### src/rtl/wb_bus_arbiter_pkg.sv
// Shared types and constants for the Wishbone fetch/data bus arbiter.
package wb_bus_arbiter_pkg;

    typedef enum logic [2:0] {
        IDLE   = 3'd0,
        I_BUS  = 3'd1,
        D_BUS  = 3'd2,
        I_HOLD = 3'd3,
        D_HOLD = 3'd4
    } arb_state_e;

    localparam logic [3:0]  WB_SEL_ALL = 4'hF;
    localparam logic [31:0] ZeroWord   = 32'h0000_0000;

    localparam int STALL_PC = 0;
    localparam int STALL_WB = 5;

endpackage

### src/rtl/wb_bus_arbiter_req_mux.sv
// wb_req_mux: picks the winning request and builds the bus register load.
// Data wins ties because MEM holds the older instruction.
module wb_req_mux
    import wb_bus_arbiter_pkg::*;
#(
    parameter int ADDR_W = 32,
    parameter int DATA_W = 32
) (
    input  logic              idle_i,
    input  logic              flush_i,
    input  logic              i_ce_i,
    input  logic [ADDR_W-1:0] i_addr_i,
    input  logic              d_ce_i,
    input  logic              d_we_i,
    input  logic [3:0]        d_sel_i,
    input  logic [ADDR_W-1:0] d_addr_i,
    input  logic [DATA_W-1:0] d_wdata_i,
    output logic              load_o,
    output logic              data_o,
    output logic [ADDR_W-1:0] adr_o,
    output logic [DATA_W-1:0] dat_o,
    output logic              we_o,
    output logic [3:0]        sel_o
);

    assign load_o = idle_i & ~flush_i & (d_ce_i | i_ce_i);
    assign data_o = d_ce_i;

    always_comb begin
        adr_o = i_addr_i;
        dat_o = DATA_W'(ZeroWord);
        we_o  = 1'b0;
        sel_o = WB_SEL_ALL;
        unique case (1'b1)
            d_ce_i: begin
                adr_o = d_addr_i;
                dat_o = d_wdata_i;
                we_o  = d_we_i;
                sel_o = d_sel_i;
            end
            default: ;
        endcase
    end

endmodule

### src/rtl/wb_bus_arbiter.sv
// wb_bus_arbiter: shares one Wishbone master between fetch and data ports.
// Define WB_ARB_TIMEOUT_EN to abort unacked cycles after TIMEOUT_CYCLES.
module wb_bus_arbiter
    import wb_bus_arbiter_pkg::*;
#(
    parameter int ADDR_W         = 32,
    parameter int DATA_W         = 32,
    parameter int TIMEOUT_CYCLES = 255
) (
    input  logic                   clk,
    input  logic                   rst,
    input  logic [STALL_WB:STALL_PC] stall,
    input  logic                   flush,
    input  logic                   i_ce,
    input  logic [ADDR_W-1:0]      i_addr,
    output logic [DATA_W-1:0]      i_rdata,
    output logic                   i_stallreq,
    input  logic                   d_ce,
    input  logic                   d_we,
    input  logic [3:0]             d_sel,
    input  logic [ADDR_W-1:0]      d_addr,
    input  logic [DATA_W-1:0]      d_wdata,
    output logic [DATA_W-1:0]      d_rdata,
    output logic                   d_stallreq,
    output logic [ADDR_W-1:0]      wb_adr_o,
    output logic [DATA_W-1:0]      wb_dat_o,
    input  logic [DATA_W-1:0]      wb_dat_i,
    output logic                   wb_we_o,
    output logic [3:0]             wb_sel_o,
    output logic                   wb_stb_o,
    output logic                   wb_cyc_o,
    input  logic                   wb_ack_i,
    output logic                   bus_err
);

    arb_state_e        state_q, state_d;
    logic [ADDR_W-1:0] adr_q, adr_d;
    logic [DATA_W-1:0] dat_q, dat_d;
    logic              we_q, we_d;
    logic [3:0]        sel_q, sel_d;
    logic              cyc_q, cyc_d;
    logic [DATA_W-1:0] hold_q, hold_d;

    logic              mux_load, mux_data, mux_we;
    logic [ADDR_W-1:0] mux_adr;
    logic [DATA_W-1:0] mux_dat;
    logic [3:0]        mux_sel;

    logic              in_bus, timeout, ack_eff;
    logic [DATA_W-1:0] ack_data;

    wb_req_mux #(.ADDR_W(ADDR_W), .DATA_W(DATA_W)) u_req_mux (
        .idle_i    (state_q == IDLE),
        .flush_i   (flush),
        .i_ce_i    (i_ce),
        .i_addr_i  (i_addr),
        .d_ce_i    (d_ce),
        .d_we_i    (d_we),
        .d_sel_i   (d_sel),
        .d_addr_i  (d_addr),
        .d_wdata_i (d_wdata),
        .load_o    (mux_load),
        .data_o    (mux_data),
        .adr_o     (mux_adr),
        .dat_o     (mux_dat),
        .we_o      (mux_we),
        .sel_o     (mux_sel)
    );

    assign in_bus = (state_q == I_BUS) || (state_q == D_BUS);

`ifdef WB_ARB_TIMEOUT_EN
    localparam int CNT_W = $clog2(TIMEOUT_CYCLES + 1);

    logic [CNT_W-1:0] cnt_q, cnt_d;

    assign timeout = in_bus && !wb_ack_i &&
                     (cnt_q == CNT_W'(TIMEOUT_CYCLES - 1));

    always_comb begin
        cnt_d = cnt_q;
        if (state_q == IDLE) begin
            cnt_d = '0;
        end else if (in_bus && !wb_ack_i) begin
            cnt_d = cnt_q + 1'b1;
        end
    end

    always_ff @(posedge clk) begin
        if (rst) cnt_q <= '0;
        else     cnt_q <= cnt_d;
    end

    assign bus_err = timeout & ~flush & ~rst;
`else
    localparam int unused_timeout_cycles = TIMEOUT_CYCLES;

    assign timeout = 1'b0;
    assign bus_err = 1'b0;
`endif

    assign ack_eff  = in_bus & (wb_ack_i | timeout);
    assign ack_data = timeout ? DATA_W'(ZeroWord) : wb_dat_i;

    always_comb begin
        state_d = state_q;
        adr_d   = adr_q;
        dat_d   = dat_q;
        we_d    = we_q;
        sel_d   = sel_q;
        cyc_d   = cyc_q;
        hold_d  = hold_q;
        if (flush) begin
            state_d = IDLE;
            cyc_d   = 1'b0;
            hold_d  = DATA_W'(ZeroWord);
        end else begin
            unique case (state_q)
                IDLE: begin
                    if (mux_load) begin
                        adr_d   = mux_adr;
                        dat_d   = mux_dat;
                        we_d    = mux_we;
                        sel_d   = mux_sel;
                        cyc_d   = 1'b1;
                        state_d = mux_data ? D_BUS : I_BUS;
                    end
                end
                I_BUS, D_BUS: begin
                    if (ack_eff) begin
                        cyc_d = 1'b0;
                        if (stall == '0) begin
                            state_d = IDLE;
                        end else begin
                            hold_d  = ack_data;
                            state_d = (state_q == I_BUS) ? I_HOLD : D_HOLD;
                        end
                    end
                end
                I_HOLD, D_HOLD: begin
                    if (stall == '0) state_d = IDLE;
                end
                default: state_d = IDLE;
            endcase
        end
    end

    always_ff @(posedge clk) begin
        if (rst) begin
            state_q <= IDLE;
            adr_q   <= '0;
            dat_q   <= '0;
            we_q    <= 1'b0;
            sel_q   <= '0;
            cyc_q   <= 1'b0;
            hold_q  <= '0;
        end else begin
            state_q <= state_d;
            adr_q   <= adr_d;
            dat_q   <= dat_d;
            we_q    <= we_d;
            sel_q   <= sel_d;
            cyc_q   <= cyc_d;
            hold_q  <= hold_d;
        end
    end

    assign wb_adr_o = adr_q;
    assign wb_dat_o = dat_q;
    assign wb_we_o  = we_q;
    assign wb_sel_o = sel_q;
    assign wb_cyc_o = cyc_q;
    assign wb_stb_o = cyc_q;

    // A flushed ack is discarded, so nothing reaches the ports that cycle.
    always_comb begin
        i_rdata = DATA_W'(ZeroWord);
        d_rdata = DATA_W'(ZeroWord);
        if (!rst && !flush) begin
            if (state_q == I_BUS && ack_eff) i_rdata = ack_data;
            if (state_q == I_HOLD)           i_rdata = hold_q;
            if (state_q == D_BUS && ack_eff) d_rdata = ack_data;
            if (state_q == D_HOLD)           d_rdata = hold_q;
        end
    end

    assign i_stallreq = i_ce & ~flush & ~rst &
                        ((state_q == IDLE) || (state_q == D_BUS) ||
                         (state_q == D_HOLD) ||
                         (state_q == I_BUS && !ack_eff));

    assign d_stallreq = d_ce & ~flush & ~rst &
                        ((state_q == IDLE) || (state_q == I_BUS) ||
                         (state_q == I_HOLD) ||
                         (state_q == D_BUS && !ack_eff));

endmodule
### config.mk
export PLATFORM = sky130hd
export DESIGN_NAME = wb_bus_arbiter
export DESIGN_NICKNAME = d
export VERILOG_FILES = /design/src/rtl/wb_bus_arbiter_pkg.sv /design/src/rtl/wb_bus_arbiter_req_mux.sv /design/src/rtl/wb_bus_arbiter.sv
export SDC_FILE = /design/constraint.sdc
export NUM_CORES = 1
export LEC_CHECK = 0
export CORE_UTILIZATION = 40
export CTS_CLUSTER_DIAMETER = 120
export DETAILED_ROUTE_END_ITERATION = 16
export GPL_ROUTABILITY_DRIVEN = 0
export PLACE_DENSITY = 0.83
export SLEW_MARGIN = 20
export SYNTH_ARGS = -nofsm -noshare
export SYNTH_HDL_FRONTEND = slang
export SYNTH_SLANG_ARGS = --single-unit
### constraint.sdc
create_clock -name clk -period 2.1 [get_ports clk]
set_input_delay 0.42 -clock clk [delete_from_list [all_inputs] [get_ports clk]]
set_output_delay 0.42 -clock clk [all_outputs]
set_load 0.005 [all_outputs]
==> PnR_summary.wiki, run 1 <==
{| class="wikitable"
! Metric !! Value
|-
| Fmax || 0.455 GHz
|-
| Diodes inserted || 0
|-
| EDFF count, synth || 0
|-
| Wire length of the first global-routing pass || 28000 um
|-
| Total instance count after detailed placement || approximately 1100
|-
| Total grt overflow || 0
|-
| DIE AREA || 0.0135 mm2
|-
| Highest ir drop seen on vdd || 0.576 mV
|-
| Remaining max-slew budget at the tightest pin || 39.4%
|-
| Average detailed-routed wire length per instance || 17.1 um
|-
| Fraction of the mapped netlist area in compound gates || 25.3%
|-
| Global-route usage over all layers || 26.8%
|-
| Post-synthesis sequential element count || 105
|-
| Post-CTS clock slew at the launch and capture registers of the worst setup and hold paths || around 70 ps
|-
| Share of cell area taken by muxes after synthesis || 6.32%
|-
| Footprint of the multi-input gates || between 0.002 and 0.003 mm2
|-
| Detailed-route wire length || about 19000 um
|-
| Crit path setup slack, layout || -100 ps
|-
| Proportion of register bits with asynchronous set or reset after synthesis || 0%
|-
| FF/Latch Area || roughly 0.0021 mm2
|-
| Number of H-tree levels || 3
|-
| Number of hold buffers added after CTS || 0
|-
| Count of maximum capacitance violations || 0
|-
| Combinational family with the most area after synthesis || compound AO/OA/AOI/OAI gates
|-
| Total of endpoints with negative setup slack in the final report || 40
|-
| Arr. time, crit path || about 1800 ps
|-
| Leading post-synthesis cells by cell area || dfxtp_1 40%, a22oi_1 9.2%, nor2_1 7.5%, a211oi_2 7.2%, nand3_1 6.4%
|-
| Worst hold-check path type || register to register
|-
| Data required time of the worst path || around 1700 ps
|-
| Hpwl dp || between 10000 and 15000 um
|-
| Final Non-Filler Cells || 1105
|-
| Clock insertion delay at the later pin of the skew report || 350 ps
|-
| Root Buffer Master || clkbuf_16
|-
| Period Utilization, post-route || 105%
|-
| Synthesized area || 0.00523 mm2
|-
| Top cells by instance count after synthesis || 105 x dfxtp_1, 104 x nor2_1, 67 x nand2_1, 67 x nand3_1, 64 x a22oi_1
|-
| Violated checks || negative setup slack
|-
| Final core utilization || 70.3%
|-
| Fraction of the mapped netlist area in adder cells || 0%
|-
| Area share of the leading cell type in the synthesized netlist || 40.2%
|-
| Number of antenna violations at the first check in global routing || 0
|-
| Number of DRC violations after detailed-routing iteration 0 || 437
|-
| DR pass1 iterations || 5
|-
| Placed Area || 0.00831 mm2
|-
| Cell type with the highest aggregate area in the netlist || dfxtp_1
|-
| CP Launch Type || register
|-
| Area growth, synth to finish || 70.4%
|-
| Simple-gate area share of the yosys netlist || 21.0%
|-
| Most numerous cell in the Yosys netlist || dfxtp_1
|-
| Initial core utilization || around two fifths
|-
| Number of hold-slack violations in the final timing report || 0
|-
| Syn_area_per_cell || 8.08 um2
|-
| Layout Cell Area excl Fill || a little under 0.009 mm2
|-
| Fraction of the yosys area taken by sequential cells || 40.2%
|-
| Post-layout power || 4.85 mW
|-
| Layout cells sized above 1 || 22.8%
|-
| Total number of nets in the final design || 1075
|-
| CTS tree || done
|-
| Number of placement rows || 41
|-
| Number of clock sinks seen by CTS || 105
|-
| Maximum number of pins on one net before global-route repair || 70
|-
| Placeable core region || between 0.01 and 0.015 mm2
|-
| Post-route DRC violation count || 0
|-
| Transition time at the pin with the least slew margin || 910 ps
|-
| Start-to-end type of the worst setup path || register to output pin
|-
| IO Count || 283
|-
| Via Count || 5889
|-
| Cts bufs inserted || 9
|-
| Syn nets || 792
|-
| Die width || between 100 and 150 um
|-
| Number of global-route vias before repair || 5420
|-
| Number of port buffers || 281
|-
| Static Leak || 3.31 nW
|-
| Bufs on Longest Clock Path || 2
|-
| Final number of max-transition violations || 0
|-
| Final period demand of the worst path || 2200 ps
|-
| Fill cell instance count of the final layout || 992
|-
| Endpoint kind of the worst setup timing path || output pin
|-
| Synth warn || 0
|-
| Die outline height || 116 um
|-
| Clock skew after layout || 5.68 ps
|-
| Run status || finished with violations
|-
| Most frequently used flop master after synthesis || dfxtp_1
|-
| Mapped Cells || 647
|-
| Post-synthesis cell type count || 36
|-
| Detailed-route vias per instance || 5.33
|-
| XOR/XNOR Fraction of Synth Area || 0.167%
|-
| Highest fanout seen on the critical path || 5
|-
| Post-route ant nets || 0
|-
| Setup repair after global routing missed its margin || yes
|-
| Power density over the cells || 544 mW/mm2
|}
## final cells by class
cell class | instances | share of cell area, %
inverter | 7 | 0.323
clock inverter | 3 | 0.477
tap | 172 | 2.41
sequential | 105 | 23.7
timing repair buffer | 340 | 37.2
multi-input combinational | 467 | 33.2
clock buffer | 11 | 2.72
## cells in the final DEF, fill, tap and decap left out, drive strengths merged, types with 2 or more instances in the layout
master	n
mux2i	33
or2	2
nand2b	2
a211oi	33
buf	125
and3	5
clkbuf	11
a311oi	4
dfxtp	105
nand3	67
a21oi	34
inv	7
nand2	67
dlygate4sd2	2
nor3	3
clkdlybuf4s50	212
nor2	105
a22oi	64
o21ai	37
## kinds of logic after synthesis
logic type / after synthesis
and+or+nand+nor: 255
AOI/OAI and AO/OA: 177
DFF: 105
buffers and inverters: 75
muxes: 33
xor gates and xnor gates: 1
other: 1
## sequential cells by signal (all words and copies together), names as in the netlist
register / count
wb_dat_o: 32
wb_we_o: 1
wb_cyc_o: 1
wb_sel_o: 4
wb_adr_o: 32
state_q: 3
hold_q: 32
## through the flow
stage / worst slack [ps] / hold slack (ps) / TNS [ps]
after floorplan: 272 / 442 / 0
after global placement: -424 / 438 / -24930
after detailed placement: -484 / 444 / -26360
after CTS: -194 / 451 / -4080
after global routing: -207 / 469 / -5620
final: -100 / 449 / -1420
## repair_timing
action,4_1_cts,5_1_grt
pin swaps,50,39
cloned,7,0
resized for setup,306,29
endpoints found under the setup margin,66,66
buffers inserted,26,5
## routing by layer
metal / routed length [um] / vias up / GRT usage [%]
met3: 1420 / 31 / 6.59
met1: 7370 / 2758 / 31.8
li1: - / 2856 / -
met2: 9680 / 244 / 47.3
met4: 408 / 0 / 8.80
met5: 0 / - / 0
## critical path, cell delays in order (launching register included)
cell     delay, ps
dfxtp_4        370
buf_6          120
nor3_4         220
buf_6          170
buf_16         130
buf_12         100
buf_6           80
a22oi_2         40
nor2_1          90
buf_2          120
## final timing paths
check	cells after the start	end	start	slack [ps]
setup / recovery	9	d_rdata[10]	state_q[2]$_SDFFE_PN0P_	-100
hold / removal	2	wb_dat_o[5]$_SDFFE_PP0P_	wb_dat_o[5]$_SDFFE_PP0P_	450
setup reg to reg	6	wb_adr_o[18]$_SDFFE_PP0P_	state_q[0]$_SDFFE_PN0P_	480
hold reg to reg	2	wb_dat_o[5]$_SDFFE_PP0P_	wb_dat_o[5]$_SDFFE_PP0P_	450
## power by group
group	total, mW	internal, mW	switching (mW)
combinational	1.05	0.595	0.452
sequential	2.14	2.08	0.0514
clock	1.66	0.942	0.722
(Power assumes the default switching activity.)
==> run 2: changes to the inputs <==
--- a/config.mk
+++ b/config.mk
@@ -5,6 +5,7 @@
 export SDC_FILE = /design/constraint.sdc
 export NUM_CORES = 1
 export LEC_CHECK = 0
+export CORE_MARGIN = 5
 export CORE_UTILIZATION = 40
 export CTS_CLUSTER_DIAMETER = 120
 export DETAILED_ROUTE_END_ITERATION = 16
==> run 2 against run 1 <==
  * The run still ends with negative setup slack left
  * Via count up 0.19%
  * Final cell count down 0.90%
  * Critical path depth down 3
  * Worst setup slack better by 62 ps
  * Utilization down 1.5 points
  * Clock skew about the same
  * Maximum frequency up 2.9%
==> PnR_summary.wiki, run 2 (synthesized netlist as in run 1, its figures left out) <==
{| class="wikitable"
! Metric !! Value
|-
| Endpoint kind of the worst setup timing path || output pin (unchanged)
|-
| Clock skew after layout || 6.00 ps (was 5.68 ps)
|-
| Post-route DRC violation count || 0 (unchanged)
|-
| Total of endpoints with negative setup slack in the final report || 9 (was 40)
|-
| Highest fanout seen on the critical path || 16 (was 5)
|-
| Crit-path leading delay family || buffers and inverters (unchanged)
|-
| Met3 usage || 6.65% (was 6.59%)
|-
| Number of global-route vias before repair || 5576 (was 5420)
|-
| Global-route usage over all layers || 24.3% (was 26.8%)
|-
| Layout cells sized above 1 || 22.1% (was 22.8%)
|-
| CP Launch Type || register (unchanged)
|-
| Die outline height || 124 um (was 116 um)
|-
| CP cell instances || buf_6, nor3_4, buf_8, a22oi_1, nor2_1, buf_2 (was buf_6, nor3_4, buf_6, buf_16, buf_12, buf_6, a22oi_2, nor2_1, buf_2)
|-
| Remaining max-slew budget at the tightest pin || 38.0% (was 39.4%)
|-
| Post-layout power || 4.78 mW (was 4.85 mW)
|-
| Placeable core region || 0.0127 mm2 (about the same)
|-
| Number of placement rows || 41 (unchanged)
|-
| Most frequent cells in the layout || 212 x clkdlybuf4s50_1, 103 x nor2_1, 102 x dfxtp_1 (unchanged)
|-
| Highest ir drop seen on vdd || 0.480 mV (was 0.576 mV)
|-
| Period Utilization, post-route || 102% (was 105%)
|-
| Run status || finished with violations (unchanged)
|-
| Number of port buffers || 281 (unchanged)
|-
| Post-CTS clock slew at the launch and capture registers of the worst setup and hold paths || 70 ps (about the same)
|-
| Number of H-tree levels || 3 (unchanged)
|-
| Start-to-end type of the worst setup path || register to output pin (unchanged)
|-
| IO Count || 283 (unchanged)
|-
| Data required time of the worst path || 1680 ps (about the same)
|-
| Setup TNS Final || -207 ps (was -1420 ps)
|-
| Detailed-route wire length || 20200 um (was 18900 um)
|-
| Most common cell after layout, fill and taps aside || clkdlybuf4s50_1 (unchanged)
|-
| Area growth, synth to finish || 67.4% (was 70.4%)
|-
| Clock insertion delay at the later pin of the skew report || 350 ps (about the same)
|-
| Count of maximum capacitance violations || 0 (unchanged)
|-
| Total number of nets in the final design || 1063 (was 1075)
|-
| Root Buffer Master || clkbuf_16 (unchanged)
|-
| Delay contributed by the slowest stage of the critical path || 380 ps (was 370 ps)
|-
| Number of hold-slack violations in the final timing report || 0 (unchanged)
|-
| Fill cell instance count of the final layout || 1055 (was 992)
|-
| Final period demand of the worst path || 2140 ps (was 2200 ps)
|-
| Fmax || 0.468 GHz (was 0.455 GHz)
|-
| Diodes inserted || 0 (unchanged)
|-
| Final core utilization || 68.8% (was 70.3%)
|-
| Die width || 124 um (was 116 um)
|-
| Arr. time, crit path || 1720 ps (was 1780 ps)
|-
| DR pass1 iterations || 5 (unchanged)
|-
| Number of antenna violations at the first check in global routing || 0 (unchanged)
|-
| Layout Cell Area excl Fill || 0.00875 mm2 (was 0.00891 mm2)
|-
| Transition time at the pin with the least slew margin || 931 ps (was 910 ps)
|-
| Worst hold-check path type || register to register (unchanged)
|-
| Total grt overflow || 0 (unchanged)
|-
| Initial core utilization || 41.1% (was 41.3%)
|-
| Detailed-route vias per instance || 5.39 (was 5.33)
|-
| Busiest layer in global routing || met2 (unchanged)
|-
| Placed Area || 0.00833 mm2 (was 0.00831 mm2)
|-
| Slowest cell on crit path || dfxtp_4 (unchanged)
|-
| Buf/Inv on CP || 3 (was 6)
|-
| Maximum number of pins on one net before global-route repair || 71 (was 70)
|-
| Crit path setup slack, layout || -38.2 ps (was -100 ps)
|-
| Hpwl dp || 13800 um (was 12300 um)
|-
| Power density over the cells || 546 mW/mm2 (was 544 mW/mm2)
|-
| Final number of max-transition violations || 0 (unchanged)
|-
| Number of DRC violations after detailed-routing iteration 0 || 458 (was 437)
|-
| Post-route ant nets || 0 (unchanged)
|-
| Violated checks || negative setup slack (unchanged)
|-
| DIE AREA || 0.0155 mm2 (was 0.0135 mm2)
|-
| Number of clock sinks seen by CTS || 105 (unchanged)
|-
| Global-route track usage on met1 || 28.4% (was 31.8%)
|-
| Wire length of the first global-routing pass || 30800 um (was 28000 um)
|-
| Bufs on Longest Clock Path || 2 (unchanged)
|-
| Post-place setup slack || -510 ps (was -484 ps)
|-
| Via Count || 5900 (was 5889)
|-
| Average detailed-routed wire length per instance || 18.4 um (was 17.1 um)
|-
| CTS tree || done (unchanged)
|-
| Setup repair after global routing missed its margin || yes (unchanged)
|-
| Cts bufs inserted || 9 (unchanged)
|-
| GR Util met2 || 42.4% (was 47.3%)
|-
| Static Leak || 3.24 nW (was 3.31 nW)
|}
[run 2: final cells by class]
class / instances / area (um2) / area share (%)
clock buffers: 11 / 243 / 2.77
clock inverters: 5 / 38.8 / 0.443
inverters: 7 / 26.3 / 0.300
multi-input cells: 467 / 2970 / 33.9
flip-flops and latches: 105 / 2110 / 24.1
well taps: 172 / 215 / 2.46
repair buffers: 328 / 3150 / 36.0
[run 2: power breakdown]
part	internal (mW)	total (mW)	switching, mW
logic	0.591	1.04	0.453
clock network	0.844	1.60	0.755
registers	2.08	2.14	0.0516
total	3.52	4.78	1.26
[run 2: repair_timing]
action / 4_1_cts / 5_1_grt
pin swaps: 15 / 27
gates resized for setup: 286 / 50
cloned: 7 / 1
setup endpoints to repair: 66 / 58
buffers inserted: 13 / 3
hold buffers: 0 / 0
[run 2: per-stage QoR]
stage,cells,hold WS (ps)
after floorplan,647,442
after global placement,1064,437
after detailed placement,1064,443
after CTS,1100,452
after global routing,1095,464
final,1095,449
[run 2: layer usage]
metal | vias to the layer above | share of wire [%]
li1 | 2831 | -
met1 | 2773 | 39
met2 | 247 | 51
met3 | 49 | 6.9
met4 | 0 | 3.2
met5 | - | 0
[run 2: worst paths after layout]
check / from / to / slack (ps) / cells past startpoint
setup / recovery: state_q[2]$_SDFFE_PN0P_ / d_rdata[2] / -40 / 6
hold / removal: wb_dat_o[29]$_SDFFE_PP0P_ / wb_dat_o[29]$_SDFFE_PP0P_ / 450 / 2
setup reg to reg: state_q[0]$_SDFFE_PN0P_ / wb_sel_o[1]$_SDFFE_PP0P_ / 510 / 6
hold reg to reg: wb_dat_o[29]$_SDFFE_PP0P_ / wb_dat_o[29]$_SDFFE_PP0P_ / 450 / 2
[run 2: tightest hold or removal path, stage by stage, from the launching register on]
cell	delay (ps)
dfxtp_1	310
nand2_1	50
a21oi_1	50
==> run 3: changes to the inputs <==
--- a/config.mk
+++ b/config.mk
@@ -5,11 +5,13 @@
 export SDC_FILE = /design/constraint.sdc
 export NUM_CORES = 1
 export LEC_CHECK = 0
-export CORE_MARGIN = 5
+export CORE_MARGIN = 8
 export CORE_UTILIZATION = 40
 export CTS_CLUSTER_DIAMETER = 120
+export CTS_CLUSTER_SIZE = 40
 export DETAILED_ROUTE_END_ITERATION = 16
 export GPL_ROUTABILITY_DRIVEN = 0
+export GPL_TIMING_DRIVEN = 1
 export PLACE_DENSITY = 0.83
 export SLEW_MARGIN = 20
 export SYNTH_ARGS = -nofsm -noshare
==> run 3 against run 2 <==
  * The flow still finishes with violations (negative setup slack)
  * First-iteration DRC count up 1.5%
  * Utilization grew 0.83 points
  * Maximum frequency fell by 2.4%
  * Worst setup slack worse by 52 ps
  * Highest routed layer unchanged
  * Clock skew increased by 0.99 ps
  * Critical path depth grew 2
  * Die area rose by 9.9%
  * Largest cell class unchanged
  * Routed wire length up 3.1%
  * Sequential cell count did not move
  * Total power up 2.2%
  * Via count shrank 0.19%
==> PnR_summary.wiki, run 3 (synthesized netlist as in run 1, its figures left out) <==
{| class="wikitable"
! Metric !! Value
|-
| Wire length of the first global-routing pass || 30700 um (was 30800 um)
|-
| Placeable core region || 0.0127 mm2 (about the same)
|-
| Global-route track usage on met1 || 26.1% (was 28.4%)
|-
| Number of global-route vias before repair || 5783 (was 5576)
|-
| Clock insertion delay at the later pin of the skew report || 350 ps (about the same)
|-
| Worst hold-check path type || register to register (unchanged)
|-
| Switching Power || 1.27 mW (was 1.26 mW)
|-
| Clk network pwr share || 34.7% (was 33.5%)
|-
| Clock skew after layout || 6.99 ps (was 6.00 ps)
|-
| Remaining max-slew budget at the tightest pin || 39.9% (was 38.0%)
|-
| Met3 usage || 6.53% (was 6.65%)
|-
| Switching fraction of total power || 26.1% (was 26.4%)
|-
| Total number of nets in the final design || 1073 (was 1063)
|-
| Arr. time, crit path || 1770 ps (was 1720 ps)
|-
| Post-route DRC violation count || 0 (unchanged)
|-
| Fill cell instance count of the final layout || 983 (was 1055)
|-
| Post-route ant nets || 0 (unchanged)
|-
| Transition time at the pin with the least slew margin || 902 ps (was 931 ps)
|-
| Count of maximum capacitance violations || 0 (unchanged)
|-
| Layout cells sized above 1 || 21.7% (was 22.1%)
|-
| Violated checks || negative setup slack (unchanged)
|-
| Most common cell after layout, fill and taps aside || clkdlybuf4s50_1 (unchanged)
|-
| Period Utilization, post-route || 104% (was 102%)
|-
| Global-route usage over all layers || 22.9% (was 24.3%)
|-
| Setup repair after global routing missed its margin || yes (unchanged)
|-
| Final core utilization || 69.6% (was 68.8%)
|-
| Number of antenna violations at the first check in global routing || 0 (unchanged)
|-
| DR pass1 iterations || 5 (unchanged)
|-
| Number of placement rows || 41 (unchanged)
|-
| Die outline height || 130 um (was 124 um)
|-
| GR Util met2 || 40.4% (was 42.4%)
|-
| Final period demand of the worst path || 2190 ps (was 2140 ps)
|-
| Crit path setup slack, layout || -90.1 ps (was -38.2 ps)
|-
| Bufs on Longest Clock Path || 2 (unchanged)
|-
| Fmax || 0.457 GHz (was 0.468 GHz)
|-
| Data required time of the worst path || 1680 ps (about the same)
|-
| Start-to-end type of the worst setup path || register to output pin (unchanged)
|-
| Number of H-tree levels || 3 (unchanged)
|-
| Diodes inserted || 0 (unchanged)
|-
| Via Count || 5889 (was 5900)
|-
| Number of hold-slack violations in the final timing report || 0 (unchanged)
|-
| Detailed-route wire length || 20800 um (was 20200 um)
|-
| Number of DRC violations after detailed-routing iteration 0 || 465 (was 458)
|-
| Final number of max-transition violations || 0 (unchanged)
|-
| Highest fanout seen on the critical path || 5 (was 16)
|-
| DIE AREA || 0.0170 mm2 (was 0.0155 mm2)
|-
| Final Non-Filler Cells || 1104 (was 1095)
|-
| Post-CTS clock slew at the launch and capture registers of the worst setup and hold paths || 70 ps (about the same)
|-
| Root Buffer Master || clkbuf_16 (unchanged)
|-
| CP Launch Type || register (unchanged)
|-
| IO Count || 283 (unchanged)
|-
| Fraction of power consumed by sequential logic || 43.7% (was 44.7%)
|-
| Total grt overflow || 0 (unchanged)
|-
| Number of clock sinks seen by CTS || 105 (unchanged)
|-
| Cts bufs inserted || 9 (unchanged)
|-
| Highest ir drop seen on vdd || 0.623 mV (was 0.480 mV)
|-
| Detailed-route vias per instance || 5.33 (was 5.39)
|-
| Run status || finished with violations (unchanged)
|-
| Maximum number of pins on one net before global-route repair || 70 (was 71)
|-
| Combinational cell fraction of total power || 21.6% (was 21.9%)
|-
| Initial core utilization || 41.3% (was 41.1%)
|-
| Busiest layer in global routing || met2 (unchanged)
|-
| Average detailed-routed wire length per instance || 18.8 um (was 18.4 um)
|-
| CTS tree || done (unchanged)
|-
| Die width || 130 um (was 124 um)
|-
| Hpwl dp || 14200 um (was 13800 um)
|-
| Endpoint kind of the worst setup timing path || output pin (unchanged)
|-
| Power density over the cells || 553 mW/mm2 (was 546 mW/mm2)
|-
| Static Leak || 3.31 nW (was 3.24 nW)
|-
| Number of port buffers || 281 (unchanged)
|-
| Total of endpoints with negative setup slack in the final report || 33 (was 9)
|-
| Internal power summed over all cells || 3.61 mW (was 3.52 mW)
|-
| Area growth, synth to finish || 68.7% (was 67.4%)
|-
| Total instance count after detailed placement || 1066 (was 1064)
|-
| Most frequent cells in the layout || 212 x clkdlybuf4s50_1, 103 x nor2_1, 102 x dfxtp_1 (unchanged)
|}
## run 3: path summary, 6_finish.rpt
kind	end	from	cells past startpoint	slack (ps)
worst max-delay path	d_rdata[12]	state_q[2]$_SDFFE_PN0P_	8	-90
worst min-delay path	wb_dat_o[24]$_SDFFE_PP0P_	wb_dat_o[24]$_SDFFE_PP0P_	2	450
worst max register to register	wb_adr_o[0]$_SDFFE_PP0P_	state_q[0]$_SDFFE_PN0P_	7	400
worst min register to register	wb_dat_o[24]$_SDFFE_PP0P_	wb_dat_o[24]$_SDFFE_PP0P_	2	450
## run 3: cell type report
type / instances / area [um2] / area share (%)
inverter: 7 / 28.8 / 0.326
tap: 172 / 215 / 2.44
clock buffer: 10 / 229 / 2.60
multi-input combinational: 467 / 2900 / 32.9
clock inverter: 5 / 63.8 / 0.723
sequential: 105 / 2110 / 24.0
timing repair buffer: 338 / 3270 / 37.1
## run 3: per-layer routing
layer  share of wire (%)  wire (um)
met2                  50      10400
met3                 8.6       1790
met4                 2.6        545
met1                  39       8020
met5                   0          0
## run 3: power groups by stage
stage	clock network, mW	logic (mW)	registers [mW]
finish	1.69	1.05	2.14
global route	1.81	1.12	2.15
CTS	1.73	1.05	2.14
detailed placement	0	1.02	2.18
global placement	0	1.01	2.18
floorplan	0	0.399	2.19
## run 3: stage by stage
stage | TNS [ps] | setup WS [ps] | power [mW] | hold WS [ps] | area (um2)
2_1_floorplan | 0 | 272 | 2.59 | 442 | 5230
6_report | -1120 | -90.1 | 4.88 | 449 | 8820
5_1_grt | -6160 | -189 | 5.08 | 465 | 8820
4_1_cts | -1340 | -98.2 | 4.91 | 452 | 8750
3_5_place_dp | -27060 | -469 | 3.21 | 445 | 8340
3_3_place_gp | -25210 | -442 | 3.19 | 436 | 8340
## run 3: timing repair
action                     in CTS  in global routing
setup endpoints to repair      66                 66
gates resized for setup       296                 23
hold buffers                    0                  0
gates cloned                    7                  1
pin swaps                      21                 41
setup buffers                  15                  3
## run 3: worst max-delay path, stage by stage, from the launching register on
cell	delay, ps
dfxtp_4	370
buf_6	120
nor3_4	210
buf_6	170
buf_16	130
buf_4	120
a22oi_2	40
nor2_1	120
buf_2	130
